===== src/rtl/atmega_uart_pump.sv =====
// atmega_uart_pump: bus master that configures atmega_uart once, then polls UCSRA to move bytes between streams and UDR.
// Latency: config writes 1..4 cycles after enable seen in IDLE; TX push->UDR write 2 cycles; RXC seen->rx_valid 2 cycles.
// Backpressure: tx_ready = !tx_full; a full RX FIFO leaves UDR unread and sets sticky rx_ovf. RX path only with ATMEGA_UART_PUMP_RX_EN.
module atmega_uart_pump #(
  parameter int                           BUS_ADDR_DATA_LEN = 8,
  parameter logic [BUS_ADDR_DATA_LEN-1:0] UDR_ADDR          = 'hc1,
  parameter logic [BUS_ADDR_DATA_LEN-1:0] UCSRA_ADDR        = 'hc8,
  parameter logic [BUS_ADDR_DATA_LEN-1:0] UCSRB_ADDR        = 'hc9,
  parameter logic [BUS_ADDR_DATA_LEN-1:0] UCSRC_ADDR        = 'hca,
  parameter logic [BUS_ADDR_DATA_LEN-1:0] UBRRL_ADDR        = 'hcc,
  parameter logic [BUS_ADDR_DATA_LEN-1:0] UBRRH_ADDR        = 'hcd,
  parameter logic [7:0]                   UCSRC_VALUE       = 8'h06,
  parameter int                           TX_DEPTH_LOG2     = 4,
  parameter int                           RX_DEPTH_LOG2     = 4
) (
  input  logic                         clk,
  input  logic                         rst,
  input  logic                         enable,
  input  logic [11:0]                  baud_div,
  output logic [BUS_ADDR_DATA_LEN-1:0] m_addr,
  output logic                         m_wr,
  output logic                         m_rd,
  output logic [7:0]                   m_dout,
  input  logic [7:0]                   m_din,
  input  logic [7:0]                   tx_data,
  input  logic                         tx_valid,
  output logic                         tx_ready,
  output logic [7:0]                   rx_data,
  output logic                         rx_valid,
  input  logic                         rx_ready,
  output logic                         rx_ovf,
  input  logic                         ovf_clr,
  output logic                         cfg_done
);

  localparam int TX_DEPTH = 1 << TX_DEPTH_LOG2;

  // UCSRB enable value: RXCIE must be set with RX, since the UART drops RXC while RXCIE=0.
`ifdef ATMEGA_UART_PUMP_RX_EN
  localparam logic [7:0] UCSRB_ON = 8'h98;
`else
  localparam logic [7:0] UCSRB_ON = 8'h08;
`endif

  typedef enum logic [3:0] {
    S_IDLE,
    S_CFG_H,
    S_CFG_L,
    S_CFG_C,
    S_CFG_B,
    S_POLL,
    S_RD,
    S_WR,
    S_SHUT
  } state_t;

  state_t                         state_q;
  logic [7:0]                     baud_lo_q;
  logic [BUS_ADDR_DATA_LEN-1:0]   m_addr_q;
  logic                           m_wr_q;
  logic                           m_rd_q;
  logic [7:0]                     m_dout_q;
  logic                           cfg_done_q;

  // UCSRA flags, meaningful only while the POLL read is on the bus
  logic poll_rxc;
  logic poll_udre;
  logic rx_full;

  assign poll_udre = m_din[5];

  // ---------------------------------------------------------------------------
  // TX FIFO
  // ---------------------------------------------------------------------------
  logic [7:0]               tx_mem_q [TX_DEPTH];
  logic [TX_DEPTH_LOG2-1:0] tx_wr_ptr_q;
  logic [TX_DEPTH_LOG2-1:0] tx_rd_ptr_q;
  logic [TX_DEPTH_LOG2:0]   tx_cnt_q;
  logic [TX_DEPTH_LOG2:0]   tx_cnt_d;
  logic                     tx_full;
  logic                     tx_empty;
  logic                     tx_push;
  logic                     tx_pop;
  logic [7:0]               tx_head;

  // Count never exceeds the depth, so its MSB alone flags full.
  assign tx_full  = tx_cnt_q[TX_DEPTH_LOG2];
  assign tx_empty = (tx_cnt_q == '0);
  assign tx_ready = !tx_full;
  assign tx_push  = tx_valid && !tx_full;
  assign tx_pop   = (state_q == S_WR);
  assign tx_head  = tx_mem_q[tx_rd_ptr_q];

  // Occupancy after this cycle's push/pop
  always_comb begin
    tx_cnt_d = tx_cnt_q;
    if (tx_push && !tx_pop) begin
      tx_cnt_d = tx_cnt_q + 1'b1;
    end else if (!tx_push && tx_pop) begin
      tx_cnt_d = tx_cnt_q - 1'b1;
    end
  end

  // TX storage: written on every accepted byte
  always_ff @(posedge clk) begin
    if (tx_push) begin
      tx_mem_q[tx_wr_ptr_q] <= tx_data;
    end
  end

  // TX pointers and count
  always_ff @(posedge clk) begin
    if (rst) begin
      tx_wr_ptr_q <= '0;
      tx_rd_ptr_q <= '0;
      tx_cnt_q    <= '0;
    end else begin
      if (tx_push) begin
        tx_wr_ptr_q <= tx_wr_ptr_q + 1'b1;
      end
      if (tx_pop) begin
        tx_rd_ptr_q <= tx_rd_ptr_q + 1'b1;
      end
      tx_cnt_q <= tx_cnt_d;
    end
  end

  // ---------------------------------------------------------------------------
  // RX FIFO (first-word fall-through) and overflow flag
  // ---------------------------------------------------------------------------
`ifdef ATMEGA_UART_PUMP_RX_EN
  localparam int RX_DEPTH = 1 << RX_DEPTH_LOG2;

  logic [7:0]               rx_mem_q [RX_DEPTH];
  logic [RX_DEPTH_LOG2-1:0] rx_wr_ptr_q;
  logic [RX_DEPTH_LOG2-1:0] rx_rd_ptr_q;
  logic [RX_DEPTH_LOG2:0]   rx_cnt_q;
  logic [RX_DEPTH_LOG2:0]   rx_cnt_d;
  logic                     rx_empty;
  logic                     rx_push;
  logic                     rx_pop;
  logic                     ovf_set;
  logic                     rx_ovf_q;

  assign poll_rxc = m_din[7];
  assign rx_full  = rx_cnt_q[RX_DEPTH_LOG2];
  assign rx_empty = (rx_cnt_q == '0);
  assign rx_push  = (state_q == S_RD);
  assign rx_valid = !rx_empty;
  assign rx_pop   = rx_valid && rx_ready;
  // Head is masked while empty so rx_data reads 0 out of reset.
  assign rx_data  = rx_empty ? 8'h00 : rx_mem_q[rx_rd_ptr_q];
  // Overflow only counts when POLL actually branches on RXC (enable still high).
  assign ovf_set  = (state_q == S_POLL) && enable && poll_rxc && rx_full;
  assign rx_ovf   = rx_ovf_q;

  // Occupancy after this cycle's push/pop
  always_comb begin
    rx_cnt_d = rx_cnt_q;
    if (rx_push && !rx_pop) begin
      rx_cnt_d = rx_cnt_q + 1'b1;
    end else if (!rx_push && rx_pop) begin
      rx_cnt_d = rx_cnt_q - 1'b1;
    end
  end

  // RX storage: UDR value captured during the RD access
  always_ff @(posedge clk) begin
    if (rx_push) begin
      rx_mem_q[rx_wr_ptr_q] <= m_din;
    end
  end

  // RX pointers, count and sticky overflow (set beats clear)
  always_ff @(posedge clk) begin
    if (rst) begin
      rx_wr_ptr_q <= '0;
      rx_rd_ptr_q <= '0;
      rx_cnt_q    <= '0;
      rx_ovf_q    <= 1'b0;
    end else begin
      if (rx_push) begin
        rx_wr_ptr_q <= rx_wr_ptr_q + 1'b1;
      end
      if (rx_pop) begin
        rx_rd_ptr_q <= rx_rd_ptr_q + 1'b1;
      end
      rx_cnt_q <= rx_cnt_d;
      if (ovf_set) begin
        rx_ovf_q <= 1'b1;
      end else if (ovf_clr) begin
        rx_ovf_q <= 1'b0;
      end
    end
  end
`else
  logic unused_rx_inputs;

  assign poll_rxc         = 1'b0;
  assign rx_full          = 1'b0;
  assign rx_valid         = 1'b0;
  assign rx_data          = 8'h00;
  assign rx_ovf           = 1'b0;
  assign unused_rx_inputs = ^{rx_ready, ovf_clr, m_din, RX_DEPTH_LOG2};
`endif

  // ---------------------------------------------------------------------------
  // Sequencer
  // ---------------------------------------------------------------------------
  // State, bus signals and cfg_done are registered for the state being entered,
  // so each access is on the bus for exactly the cycle its state is current.
  always_ff @(posedge clk) begin
    if (rst) begin
      state_q    <= S_IDLE;
      baud_lo_q  <= '0;
      m_addr_q   <= '0;
      m_wr_q     <= 1'b0;
      m_rd_q     <= 1'b0;
      m_dout_q   <= '0;
      cfg_done_q <= 1'b0;
    end else begin
      m_addr_q   <= '0;
      m_wr_q     <= 1'b0;
      m_rd_q     <= 1'b0;
      m_dout_q   <= '0;
      cfg_done_q <= 1'b0;
      case (state_q)
        S_IDLE: begin
          if (enable) begin
            baud_lo_q <= baud_div[7:0];
            state_q   <= S_CFG_H;
            m_wr_q    <= 1'b1;
            m_addr_q  <= UBRRH_ADDR;
            m_dout_q  <= {4'h0, baud_div[11:8]};
          end
        end
        S_CFG_H: begin
          state_q  <= S_CFG_L;
          m_wr_q   <= 1'b1;
          m_addr_q <= UBRRL_ADDR;
          m_dout_q <= baud_lo_q;
        end
        S_CFG_L: begin
          state_q  <= S_CFG_C;
          m_wr_q   <= 1'b1;
          m_addr_q <= UCSRC_ADDR;
          m_dout_q <= UCSRC_VALUE;
        end
        S_CFG_C: begin
          state_q  <= S_CFG_B;
          m_wr_q   <= 1'b1;
          m_addr_q <= UCSRB_ADDR;
          m_dout_q <= UCSRB_ON;
        end
        S_CFG_B, S_RD, S_WR: begin
          state_q    <= S_POLL;
          m_rd_q     <= 1'b1;
          m_addr_q   <= UCSRA_ADDR;
          cfg_done_q <= 1'b1;
        end
        S_POLL: begin
          if (!enable) begin
            state_q  <= S_SHUT;
            m_wr_q   <= 1'b1;
            m_addr_q <= UCSRB_ADDR;
            m_dout_q <= 8'h00;
          end else if (poll_rxc && !rx_full) begin
            state_q    <= S_RD;
            m_rd_q     <= 1'b1;
            m_addr_q   <= UDR_ADDR;
            cfg_done_q <= 1'b1;
          end else if (poll_rxc) begin
            // UART holds a byte we cannot take: leave it in UDR and keep polling
            state_q    <= S_POLL;
            m_rd_q     <= 1'b1;
            m_addr_q   <= UCSRA_ADDR;
            cfg_done_q <= 1'b1;
          end else if (poll_udre && !tx_empty) begin
            state_q    <= S_WR;
            m_wr_q     <= 1'b1;
            m_addr_q   <= UDR_ADDR;
            m_dout_q   <= tx_head;
            cfg_done_q <= 1'b1;
          end else begin
            state_q    <= S_POLL;
            m_rd_q     <= 1'b1;
            m_addr_q   <= UCSRA_ADDR;
            cfg_done_q <= 1'b1;
          end
        end
        S_SHUT: begin
          state_q <= S_IDLE;
        end
        default: begin
          state_q <= S_IDLE;
        end
      endcase
    end
  end

  assign m_addr   = m_addr_q;
  assign m_wr     = m_wr_q;
  assign m_rd     = m_rd_q;
  assign m_dout   = m_dout_q;
  assign cfg_done = cfg_done_q;

endmodule

===== config.mk =====
export PLATFORM = sky130hd
export DESIGN_NAME = atmega_uart_pump
export DESIGN_NICKNAME = d
export VERILOG_FILES = /design/src/rtl/atmega_uart_pump.sv
export SDC_FILE = /design/constraint.sdc
export NUM_CORES = 1
export LEC_CHECK = 0
export ABC_AREA = 1
export CAP_MARGIN = 20
export CORE_MARGIN = 8
export CORE_UTILIZATION = 50
export DETAILED_ROUTE_END_ITERATION = 7
export PLACE_DENSITY = 0.72
export SLEW_MARGIN = 20
export SYNTH_ARGS = -nofsm -noshare
export SYNTH_HDL_FRONTEND = slang
export SYNTH_SLANG_ARGS = --single-unit

===== constraint.sdc =====
create_clock -name clk -period 2.8 [get_ports clk]
set_clock_uncertainty 0.1 [all_clocks]
set_input_delay 0.84 -clock clk [delete_from_list [all_inputs] [get_ports clk]]
set_output_delay 0.84 -clock clk [all_outputs]
set_load 0.01 [all_outputs]

After elaboration in Yosys (flattened, before gate mapping)
Memory sizes are Yosys's and may differ from the RTL's. A register that Yosys moved wholly into a read port is not among the register bits.
Cells that the tools add are included.

cells by class
  $add $sub $neg = 4
  equality and inequality tests = 8
  reductions and logical operators = 14
  muxes and demuxes = 26

operators by type and width
  kind                                                                   number
  8-bit case mux with 6 select lines                                     1
  8-bit case mux with 5 select lines                                     1
  4-bit two-way mux                                                      7
  8-bit two-way mux                                                      3
  4-bit case mux with 6 select lines                                     1
  4-bit by 3-bit equality test with 1-bit output, second input constant  4
  5-bit two-way mux                                                      2
  4-bit by 1-bit adder with 4-bit output, second input constant          2
  4-bit by 2-bit equality test with 1-bit output, second input constant  2
  1-bit two-way mux                                                      7
  3-bit OR reduction                                                     2
  5-bit by 1-bit adder with 5-bit output, second input constant          1
  5-bit zero test                                                        1
  5-bit by 1-bit subtractor with 5-bit output, second input constant     1
  4-bit by 1-bit equality test with 1-bit output, second input constant  1
  1-bit logical AND                                                      4
  1-bit zero test                                                        4
  4-bit zero test                                                        1
  1-bit case mux with 2 select lines                                     2
  1-bit case mux with 3 select lines                                     1
  2-bit two-way mux                                                      1
  2-bit != test, second input constant                                   1
  2-bit AND reduction                                                    1
  2-bit nonzero test                                                     1

storage, ports and cells
  RAM bits = 128
  output and inout bits = 30
  logic and storage cells = 63
  register bits = 44
  input bits = 34
  memories = 1

memories
  name      depth  bits a word  rd ports  clocked after Yosys merged registers in  write ports  RTL line  RTL
  tx_mem_q  16     8            1         1                                        1            75        logic [7:0] tx_mem_q [TX_DEPTH];

Depth between registers and ports, before layout
Gate-level depths: netlist (run 1).

  depth after elaboration = 6
  mapped depth = 14
  gate-level depth less buffers = 14

Worst setup path before layout (run 1)
Ideal clock, no wire load.

  path type = in2reg
  start point = input port tx_valid
  end point = register tx_cnt_q[4]
  cell stages on the path = 11
  buffers on the path = 0
  data required time = 2.587 ns
  arrival = 2.168 ns
  setup time = 0.113 ns
  slack = 0.419 ns
  path through = nand2_1 -> inv_1 -> ha_1 -> inv_1 -> fa_1 -> nand3_1 -> nand2_1 -> a21oi_1 -> o21ai_0 -> nor2_1 -> nor2_1

on the way
  longest elaborated chain between the ends = 4
  elaborated cells between the ends (all ways) = 6
  classes of those cells = 1 x mux; 5 x reduce/logical

RTL lines
  what                                 RTL line  RTL
  from (decl)                          26        input logic tx_valid,
  1-bit logical AND *                  90        assign tx_push = tx_valid && !tx_full;
  named net tx_push                    82        logic tx_push;
  1-bit zero test                      99        end else if (!tx_push && tx_pop) begin
  1-bit logical AND                    99
  2-bit nonzero test (no source line)  --
  to (signal assigned)                 124       tx_cnt_q <= tx_cnt_d;
  to (decl)                            78        logic [TX_DEPTH_LOG2:0] tx_cnt_q;

Mark *: on every way through the listed nets, which the timed path passes. The rest lies on a longest branch.
A chain may end at the register's enable or synchronous reset.

Worst setup path after layout (run 1)
  start point = register state_q[2]
  end point = register tx_cnt_q[4]

on the way
  longest elaborated chain between the ends = 4
  elaborated cells between the ends (all ways) = 6
  classes of those cells = 1 x eq/ne; 1 x mux; 4 x reduce/logical

RTL lines
  what                                                     RTL line  RTL
  from (decl)                                              57        state_t state_q;
  from (signal assigned)                                   214       state_q <= S_IDLE;
  from (signal assigned)                                   231       state_q <= S_CFG_H;
  from (signal assigned)                                   238       state_q <= S_CFG_L;
  4-bit by 3-bit equality test with 1-bit output *         91        assign tx_pop = (state_q == S_WR);
  1-bit zero test                                          97        if (tx_push && !tx_pop) begin
  1-bit logical AND                                        97
  5-bit two-way mux or 2-bit nonzero test (tied branches)  --

Mark *: on every way between the ends. The rest lies on a longest branch, timed or not.

==> impl_results.md, run 1 <==
* Most frequent CP cell: nand2_1
* IO Port Bufs at 42
* Setup TNS at 0 ns
* Worst Slack Setup Final at 0.352 ns
* Worst path slowest cell: dfxtp_1
* Clk sinks at 173
* Total Power at roughly 6.0 mW
* Grt total ovfl at 0
* Total routed wirelength at 15600 microns
* CTS H-tree depth at 4
* Die area at 19500 sq um
* CTS tree: built
* N_diodes at 0
* Post-layout util at 58.4%
* Synthesized cell area at between 7000 and 8000 sq um
* Root buf cell: clkbuf_16
* Power density cells at 681 nW/um^2
* Fin cells at 1044
* Max Cap Viol at 0
* Layout cells sized above 1 at 10.0%
* Per-cell routed wire length at 15.0 microns
* Final Instance Area at approximately 9000 sq um
* Initial Utilization at 50.7%
* Core area at 15100 sq um
* Ys Warns at 0
* Die Ht at 140 microns
* Worst-path maximum fanout at 5
* Worst ir drop on vdd at 548 uV
* Remaining DRCs at 0
* Async set-or-reset flop fraction in the synthesized netlist at 0%
* WP buf/inv at 2
* DR pass1 iterations at 5
* # Post-CTS Setup Buffers at 0
* Fill cells at 1280
* Worst Hold Class: reg2reg
* Area of the multi-input gates at 2110 sq um
* Post-synth top area share at around half
* DR iter-0 viols at roughly 440
* Post_cts resized at 0
* Place WS at -0.0345 ns
* Register area share after synthesis at 62.0%
* FP Rows at 45
* EDFF count, synth at 128
* Hpwl dp at 10200 microns
* Largest net degree at the start of global routing at 65
* Synth area leaders: edfxtp_1 50%, dfxtp_1 12%, nand2_1 10%, nand3_1 6.9%, inv_1 6.1%
* Pins over their slew limit at 0
* Fin crit period at 2.45 ns
* Placed Area at 8230 sq um
* RSZ-0062 raised after global routing: false
* Synth unique cells at 29
* Hold Slack at around 0.35 ns
* CP required at between 3 and 4 ns
* Kind of cell adding the most delay to the critical path: simple AND/OR/NAND/NOR gates
* Least-Margin Pin Slew at 0.729 ns
* CTS Hold Buffers Added at 0
* Vias in the first global route at 4867
* Synth Flop Type: edfxtp_1
* Reg area at 4750 sq um
* Yosys reg bits at about 170
* Tot GR Track Use at between 10% and 20%
* Die Wd at between 100 and 150 microns
* Setup-failing EPs final at 0
* CP arrival at around 2.7 ns
* Fmax at 0.408 GHz
* Synthesis-to-layout area growth at 15.2%
* Routed Antenna Nets at 0
* Nets at 887
* Slew headroom at 51.4%
* Initial antenna violation count at 0
* CTS Buffer Depth at 2
* Clock Latency Late Sink at 0.43 ns
* Total CTS buffers at 17
* Static leakage at about 3.8 nW
* Cells after Synth at 783
* Top-count cell post-synth: nand2_1
* Reg clk slew, reported paths at 0.06 ns
* Mean Syn Cell Area at 9.77 sq um
* Startpoint types: flop
* Via count at 5226
* CP Cell Sequence: nand2_2 -> nor3_4 -> inv_1 -> ha_1 -> inv_1 -> ha_1 -> a21oi_1 -> nand2_1 -> a21oi_1 -> o21ai_0 -> nand2_1 -> nand2_1 -> nor2_1
* IO Count at 64
* GP Congestion at slightly above 0.8
* Status: completed
* Crit path capture type: flop
* First-pass GRT wire length at about 25000 microns
* Commonest cells in the netlist: 206 x nand2_1, 128 x edfxtp_1, 124 x inv_1
* Tcrit/Tclk final at 87.4%
* Placed Cells at 1012
* CP Class: reg2reg
* Fin. Hold Viols at 0
* Via/cell ratio at 5.01
* CP max stage delay at between 0.4 and 0.5 ns
* Synth area leader: edfxtp_1
-- report_power, final --
part | internal (mW) | switching (mW)
logic | 0.306 | 0.463
registers | 2.89 | 0.0576
clock network | 1.33 | 0.960
total | 4.52 | 1.48
-- per-layer routing --
layer	GRT usage [%]	wire length [microns]	vias up
met2	27.4	7750	153
met3	4.17	959	23
li1	-	-	2615
met5	0	0	-
met1	20.0	6630	2435
met4	6.51	298	0
-- logic make-up (layout without fill, tap and decap cells) --
logic type               count (synthesis)  count (layout)  synth area share, %
other                                    1              12               0.0490
buffers and inverters                  173             235                 10.9
AO/OA/AOI/OAI                           53              53                 3.84
flip-flops                             173             173                 62.0
adder cells (fa/ha/maj)                 10              10                 1.73
AND/OR/NAND/NOR                        370             370                 21.1
XOR/XNOR                                 3               3                0.343
-- worst paths after layout --
path                              startpoint      endpoint  slack, ns  cells after the start
worst min register to register  baud_lo_q[0]  baud_lo_q[0]       0.35                      2
worst max register to register    state_q[2]   tx_cnt_q[4]       0.35                     13
worst max-delay path              state_q[2]   tx_cnt_q[4]       0.35                     13
worst min-delay path            baud_lo_q[0]  baud_lo_q[0]       0.35                      2
-- placed cells by master (no fill, tap or decap), types with 7 or more instances in the layout --
cell type / n
edfxtp_1: 128
inv_1: 125
nor2_1: 44
clkdlybuf4s50_1: 42
a21oi_2: 7
nand3_1: 105
inv_2: 8
nand2_1: 206
dfxtp_1: 44
ha_1: 9
conb_1: 12
o21ai_0: 20
clkbuf_16: 18
buf_4: 29
a21oi_1: 22
-- worst register-to-register path, cell delays in order, from the launching register on --
cell and delay, ns:
dfxtp_1 0.42, nand2_2 0.13, nor3_4 0.23, inv_1 0.16
ha_1 0.22, inv_1 0.15, ha_1 0.30, a21oi_1 0.14
nand2_1 0.08, a21oi_1 0.12, o21ai_0 0.12, nand2_1 0.07
nand2_1 0.04, nor2_1 0.10
-- layout make-up --
cell class	instances	share of cell area, %
clock inverter	12	1.25
sequential	173	53.8
clock buffer	20	5.42
inverter	132	5.62
timing repair buffer	71	7.24
tap	188	2.67
multi-input combinational	448	24.0
-- flip-flops by register name, summed over array words and instances (netlist names), named ones only --
signal       cells
m_rd             1
tx_wr_ptr_q      4
state_q          4
m_wr             1
m_addr           5
tx_mem_q       128
cfg_done         1
m_dout           8
tx_rd_ptr_q      4
baud_lo_q        8
tx_cnt_q         5
(Power assumes the default switching activity.)
==> run 2: changes to the inputs <==
--- a/config.mk
+++ b/config.mk
@@ -10,6 +10,7 @@
 export CORE_MARGIN = 8
 export CORE_UTILIZATION = 50
 export DETAILED_ROUTE_END_ITERATION = 7
+export HOLD_SLACK_MARGIN = 0.05
 export PLACE_DENSITY = 0.72
 export SLEW_MARGIN = 20
 export SYNTH_ARGS = -nofsm -noshare
==> constraint.sdc (replaced) <==
create_clock -name clk -period 2.7 [get_ports clk]
set_clock_uncertainty 0.1 [all_clocks]
set_input_delay 0.81 -clock clk [delete_from_list [all_inputs] [get_ports clk]]
set_output_delay 0.81 -clock clk [all_outputs]
set_load 0.01 [all_outputs]
==> impl_results.md, run 2 (synthesis gave the netlist of run 1 again) <==
* Max Cap Viol at 0 (unchanged)
* Kind of cell adding the most delay to the critical path: simple AND/OR/NAND/NOR gates
* Power density cells at 725 nW/um^2 (+6.5%)
* Hpwl dp at 10100 microns (-0.88%)
* CTS Buffer Depth at 2 (unchanged)
* Synthesis-to-layout area growth at 15.8%
* Crit path capture type: flop
* DR pass1 iterations at 7 (+2)
* Least-Margin Pin Slew at 0.715 ns (-0.0139 ns)
* Initial Utilization at 50.7% (unchanged)
* Reg area at 4750 sq um (about the same)
* Worst Hold Class: reg2reg
* CP max stage delay at 0.42 ns (about the same)
* Worst-path maximum fanout at 5 (unchanged)
* Nets at 889 (+0.23%)
* Layout cells sized above 1 at 10.3% (+0.21 points)
* FP Rows at 45 (unchanged)
* Fmax at 0.415 GHz (+1.7%)
* Fill cells at 1290 (+0.78%)
* Tot GR Track Use at 16.9% (+0.49 points)
* N_diodes at 0 (unchanged)
* # Post-CTS Setup Buffers at 0 (unchanged)
* WP buf/inv at 3 (+1)
* Per-cell routed wire length at 15.2 microns (+1.2%)
* Fin crit period at 2.41 ns (-0.0410 ns)
* Pins over their slew limit at 0 (unchanged)
* CP Class: reg2reg
* Most frequent CP cell: nand2_1
* Tcrit/Tclk final at 89.2% (+1.7 points)
* Startpoint types: flop
* Total routed wirelength at 15900 microns (+1.4%)
* Via count at 5265 (+0.75%)
* Most common cell after layout, fill and taps aside: nand2_1
* Total CTS buffers at 17 (unchanged)
* Fin. Hold Viols at 0 (unchanged)
* GP Congestion at 0.839 (+2.8%)
* CP arrival at 2.67 ns (-0.04 ns)
* Status: completed
* Worst ir drop on vdd at 480 uV (-12%)
* Slew headroom at 52.2% (+0.78 points)
* Static leakage at 3.77 nW (+0.36%)
* Area of the multi-input gates at 2110 sq um (unchanged)
* Initial antenna violation count at 0 (unchanged)
* Core area at 15100 sq um (unchanged)
* CTS H-tree depth at 4 (unchanged)
* Final Instance Area at 8860 sq um (+0.55%)
* Grt total ovfl at 0 (unchanged)
* Vias in the first global route at 5101 (+4.8%)
* Clock Latency Late Sink at 0.43 ns (about the same)
* RSZ-0062 raised after global routing: false
* Root buf cell: clkbuf_16
* Placed Area at 8240 sq um (+0.18%)
* Hold Slack at 0.352 ns (+0.00455 ns)
* Die Wd at 140 microns (unchanged)
* Die Ht at 140 microns (unchanged)
* CTS tree: built
* Via/cell ratio at 5.03 (+0.55%)
* IO Count at 64 (unchanged)
* Top reg by flops: tx_mem_q
* Most frequent cells in the layout: 206 x nand2_1, 128 x edfxtp_1, 124 x inv_1
* Remaining DRCs at 0 (unchanged)
* Worst path slowest cell: dfxtp_1
* First-pass GRT wire length at 25700 microns (+3.8%)
* Die area at 19500 sq um (unchanged)
* Setup-failing EPs final at 0 (unchanged)
* CP Cell Sequence: inv_2 -> nor3_4 -> inv_1 -> ha_1 -> inv_1 -> ha_1 -> a21oi_1 -> nand2_1 -> a21oi_1 -> o21ai_0 -> nand2_1 -> nand2_1 -> nor2_1
* Routed Antenna Nets at 0 (unchanged)
* DR iter-0 viols at 453 (+2.7%)
* Clk sinks at 173 (unchanged)
* Reg clk slew, reported paths at 0.07 ns (about the same)
* IO Port Bufs at 42 (unchanged)
* Max reg flops at 128 (unchanged)
* CP required at 2.96 ns (-0.11 ns)
* Largest net degree at the start of global routing at 65 (unchanged)
==> run 2: layout make-up <==
type / count / area share (%)
sequential: 173 / 53.5
timing repair buffer: 73 / 7.37
multi-input combinational: 448 / 23.8
clock buffer: 18 / 4.84
clock inverter: 14 / 2.16
tap: 188 / 2.65
inverter: 132 / 5.59
==> run 2: tightest hold or removal path: cells and delay by family, from the launching register on <==
kind                   cells  cell delay (ns)
buffers and inverters      1             0.06
AO/OA/AOI/OAI              1             0.05
flip-flops                 1             0.30
==> run 2: timing repair <==
item	4_1_cts	5_1_grt
hold buffers	0	0
setup endpoints to repair	0	1
gates resized for setup	0	1
==> run 2: worst paths after layout <==
kind / start / to / slack, ns / depth (start not counted)
max reg2reg: state_q[1] / tx_cnt_q[4] / 0.29 / 13
min reg2reg: baud_lo_q[0] / baud_lo_q[0] / 0.35 / 2
max: state_q[1] / tx_cnt_q[4] / 0.29 / 13
min: baud_lo_q[0] / baud_lo_q[0] / 0.35 / 2
==> run 2: where the power goes <==
part,switching (mW),total [mW],internal (mW)
clock,1.01,2.56,1.55
sequential,0.0588,3.06,3.00
combinational,0.485,0.809,0.324
total,1.55,6.43,4.87
==> run 2: through the flow <==
step | total power [mW] | cells | TNS, ns | setup WS [ns] | utilization, %
global placement | 3.90 | 1014 | -0.112 | -0.0746 | 54.6
finish | 6.43 | 1046 | 0 | 0.293 | 58.7
floorplan | 3.62 | 794 | 0 | 0.349 | -
CTS | 6.46 | 1046 | 0 | 0.302 | 58.7
global route | 6.68 | 1046 | 0 | 0.0220 | 58.7
detailed placement | 3.92 | 1014 | -0.167 | -0.0946 | 54.6
==> run 2: metal layers <==
layer,GRT usage (%),vias to the layer above,wire length [microns]
met1,20.4,2452,6590
met2,28.4,155,7890
li1,-,2623,-
met4,6.97,0,402
met3,4.24,35,974
met5,0,-,0
==> run 3: changes to the inputs <==
--- a/config.mk
+++ b/config.mk
@@ -9,10 +9,11 @@
 export CAP_MARGIN = 20
 export CORE_MARGIN = 8
 export CORE_UTILIZATION = 50
+export CTS_CLUSTER_DIAMETER = 40
 export DETAILED_ROUTE_END_ITERATION = 7
+export GPL_TIMING_DRIVEN = 0
 export HOLD_SLACK_MARGIN = 0.05
 export PLACE_DENSITY = 0.72
-export SLEW_MARGIN = 20
 export SYNTH_ARGS = -nofsm -noshare
 export SYNTH_HDL_FRONTEND = slang
 export SYNTH_SLANG_ARGS = --single-unit
==> impl_results.md, run 3 (synthesis gave the netlist of run 1 again) <==
* Status: completed
* Sw Ratio at 25.3% (+1.1 points)
* Per-cell routed wire length at 16.5 microns (+8.7%)
* DR pass1 iterations at 5 (-2)
* Net Switching at 1.57 mW (+1.2%)
* Max Cap Viol at 0 (unchanged)
* Worst Slack Setup Final at 0.195 ns (-0.0980 ns)
* R2R Path Start: state_q[3]
* Clk sinks at 173 (unchanged)
* R2r setup slk at 0.29 ns (about the same)
* Total Power at 6.22 mW (-3.2%)
* CP arrival at 2.73 ns (+0.06 ns)
* Final Instance Area at 8930 sq um (+0.73%)
* Top reg by flops: tx_mem_q
* RSZ-0062 raised after global routing: false
* Fmax at 0.399 GHz (-3.9%)
* FP Rows at 45 (unchanged)
* Flop pwr share at 49.1% (+1.5 points)
* CP required at 2.92 ns (-0.04 ns)
* Initial Utilization at 50.7% (unchanged)
* Grt total ovfl at 0 (unchanged)
* Power density cells at 697 nW/um^2 (-3.9%)
* Setup crit start: tx_valid
* Combinational group share of total power at 13.2% (+0.6 points)
* Startpoint types: primary input
* N_diodes at 0 (unchanged)
* Synthesis-to-layout area growth at 16.7%
* Slew headroom at 37.8% (-14 points)
* Routed Antenna Nets at 0 (unchanged)
* Most frequent cells in the layout: 206 x nand2_1, 128 x edfxtp_1, 122 x inv_1
* Fin crit period at 2.51 ns (+0.0980 ns)
* Placed Area at 8350 sq um (+1.3%)
* First-pass GRT wire length at 27100 microns (+5.4%)
* Remaining DRCs at 0 (unchanged)
* DR iter-0 viols at 663 (+46%)
* Least-Margin Pin Slew at 0.930 ns (+0.215 ns)
* Tcrit/Tclk final at 92.8% (+3.6 points)
* Post-layout util at 59.2% (+0.43 points)
* Via count at 5385 (+2.3%)
* IO Count at 64 (unchanged)
* Setup-failing EPs final at 0 (unchanged)
* Reg clk slew, reported paths at 0.06 ns (about the same)
* Most common cell after layout, fill and taps aside: nand2_1
* GP Congestion at 0.890 (+6.0%)
* Pins over their slew limit at 0 (unchanged)
* CTS H-tree depth at 4 (unchanged)
* Largest net degree at the start of global routing at 17 (-74%)
* Core area at 15100 sq um (unchanged)
* Top layer in use: met4
* Die Ht at 140 microns (unchanged)
* R2r worst-path depth at 13 (unchanged)
* Layout cells sized above 1 at 11.6% (+1.4 points)
* Total routed wirelength at 17400 microns (+9.8%)
* Clock share of power at 37.6% (-2.3 points)
* Worst Hold Class: reg2reg
* Crit path capture type: flop
* Setup TNS at 0 ns (unchanged)
* Static leakage at 3.82 nW (+1.3%)
* Worst ir drop on vdd at 529 uV (+10%)
* CTS tree: built
* Via/cell ratio at 5.09 (+1.2%)
* Pint at 4.65 mW (-4.6%)
* Root buf cell: clkbuf_16
* Reg2reg end: tx_cnt_q[4]
* Fin. Hold Viols at 0 (unchanged)
* Die area at 19500 sq um (unchanged)
* Place WS at -0.353 ns (-0.258 ns)
* Total CTS buffers at 17 (unchanged)
* Worst-path maximum fanout at 7 (+2)
* Die Wd at 140 microns (unchanged)
* Worst Setup EP: tx_cnt_q[4]
* Vias in the first global route at 5029 (-1.4%)
* Metal-1 WL at 7260 microns (+10%)
* Hpwl dp at 11800 microns (+17%)
* Met2 wire len at 8250 microns (+4.6%)
* Initial antenna violation count at 0 (unchanged)
* Max reg flops at 128 (unchanged)
* IO Port Bufs at 42 (unchanged)
* CTS Hold Buffers Added at 0 (unchanged)
* Clock Latency Late Sink at 0.43 ns (about the same)
* CTS Buffer Depth at 2 (unchanged)
* WL met3 at 1630 microns (+67%)
* Nets at 900 (+1.2%)
* CP Class: in2reg
* Tot GR Track Use at 18.3% (+1.4 points)
## run 3: worst min-delay path by stage
| stage | startpoint | to | slack [ns] | cells past startpoint |
|---|---|---|---|---|
| floorplan | baud_lo_q[0] | baud_lo_q[0] | 0.32 | 2 |
| global placement | baud_lo_q[3] | baud_lo_q[3] | 0.34 | 2 |
| detailed placement | baud_lo_q[3] | baud_lo_q[3] | 0.34 | 2 |
| CTS | baud_lo_q[0] | baud_lo_q[0] | 0.35 | 2 |
| global route | baud_lo_q[1] | baud_lo_q[1] | 0.38 | 2 |
| finish | baud_lo_q[0] | baud_lo_q[0] | 0.35 | 2 |
## run 3: layer usage
layer,vias to the layer above,track usage (%)
met5,-,0
met2,233,29.2
met3,25,4.51
li1,2641,-
met4,0,5.60
met1,2486,24.1
## run 3: cell type report
type                    count  area [sq um]
well taps                 188           235
clock inverters            13           115
fillers                  1229          6160
plain buffers              41           342
flip-flops and latches    173          4750
repair buffers             43           428
clock buffers              19           455
multi-input cells         448          2110
inverters                 132           495
## run 3: critical path, cell delays in order
cell and delay (ns):
clkdlybuf4s50_1 0.45, nand2_1 0.11, inv_2 0.14, ha_1 0.17, inv_2 0.07, ha_1 0.32
a21oi_1 0.16, nand2_1 0.09, o21ai_0 0.22, nand2_1 0.08, nand2_1 0.06, nor2_1 0.04
## run 3: per-stage QoR
step | cells | hold WS, ns
floorplan | 794 | 0.324
global placement | 1024 | 0.336
detailed placement | 1024 | 0.341
CTS | 1056 | 0.355
global route | 1057 | 0.376
finish | 1057 | 0.352
## run 3: power by group through the flow
stage	clock network [mW]	registers [mW]	logic, mW
final	2.34	3.06	0.824
after global routing	2.48	3.07	0.911
after CTS	2.36	3.06	0.826
after detailed placement	0	3.11	0.820
after global placement	0	3.11	0.806
after floorplan	0	3.13	0.497
## run 3: what timing repair did
action / 4_1_cts / 5_1_grt
setup endpoints to repair: 0 / 1
setup buffers: 0 / 1
resized for setup: 0 / 3
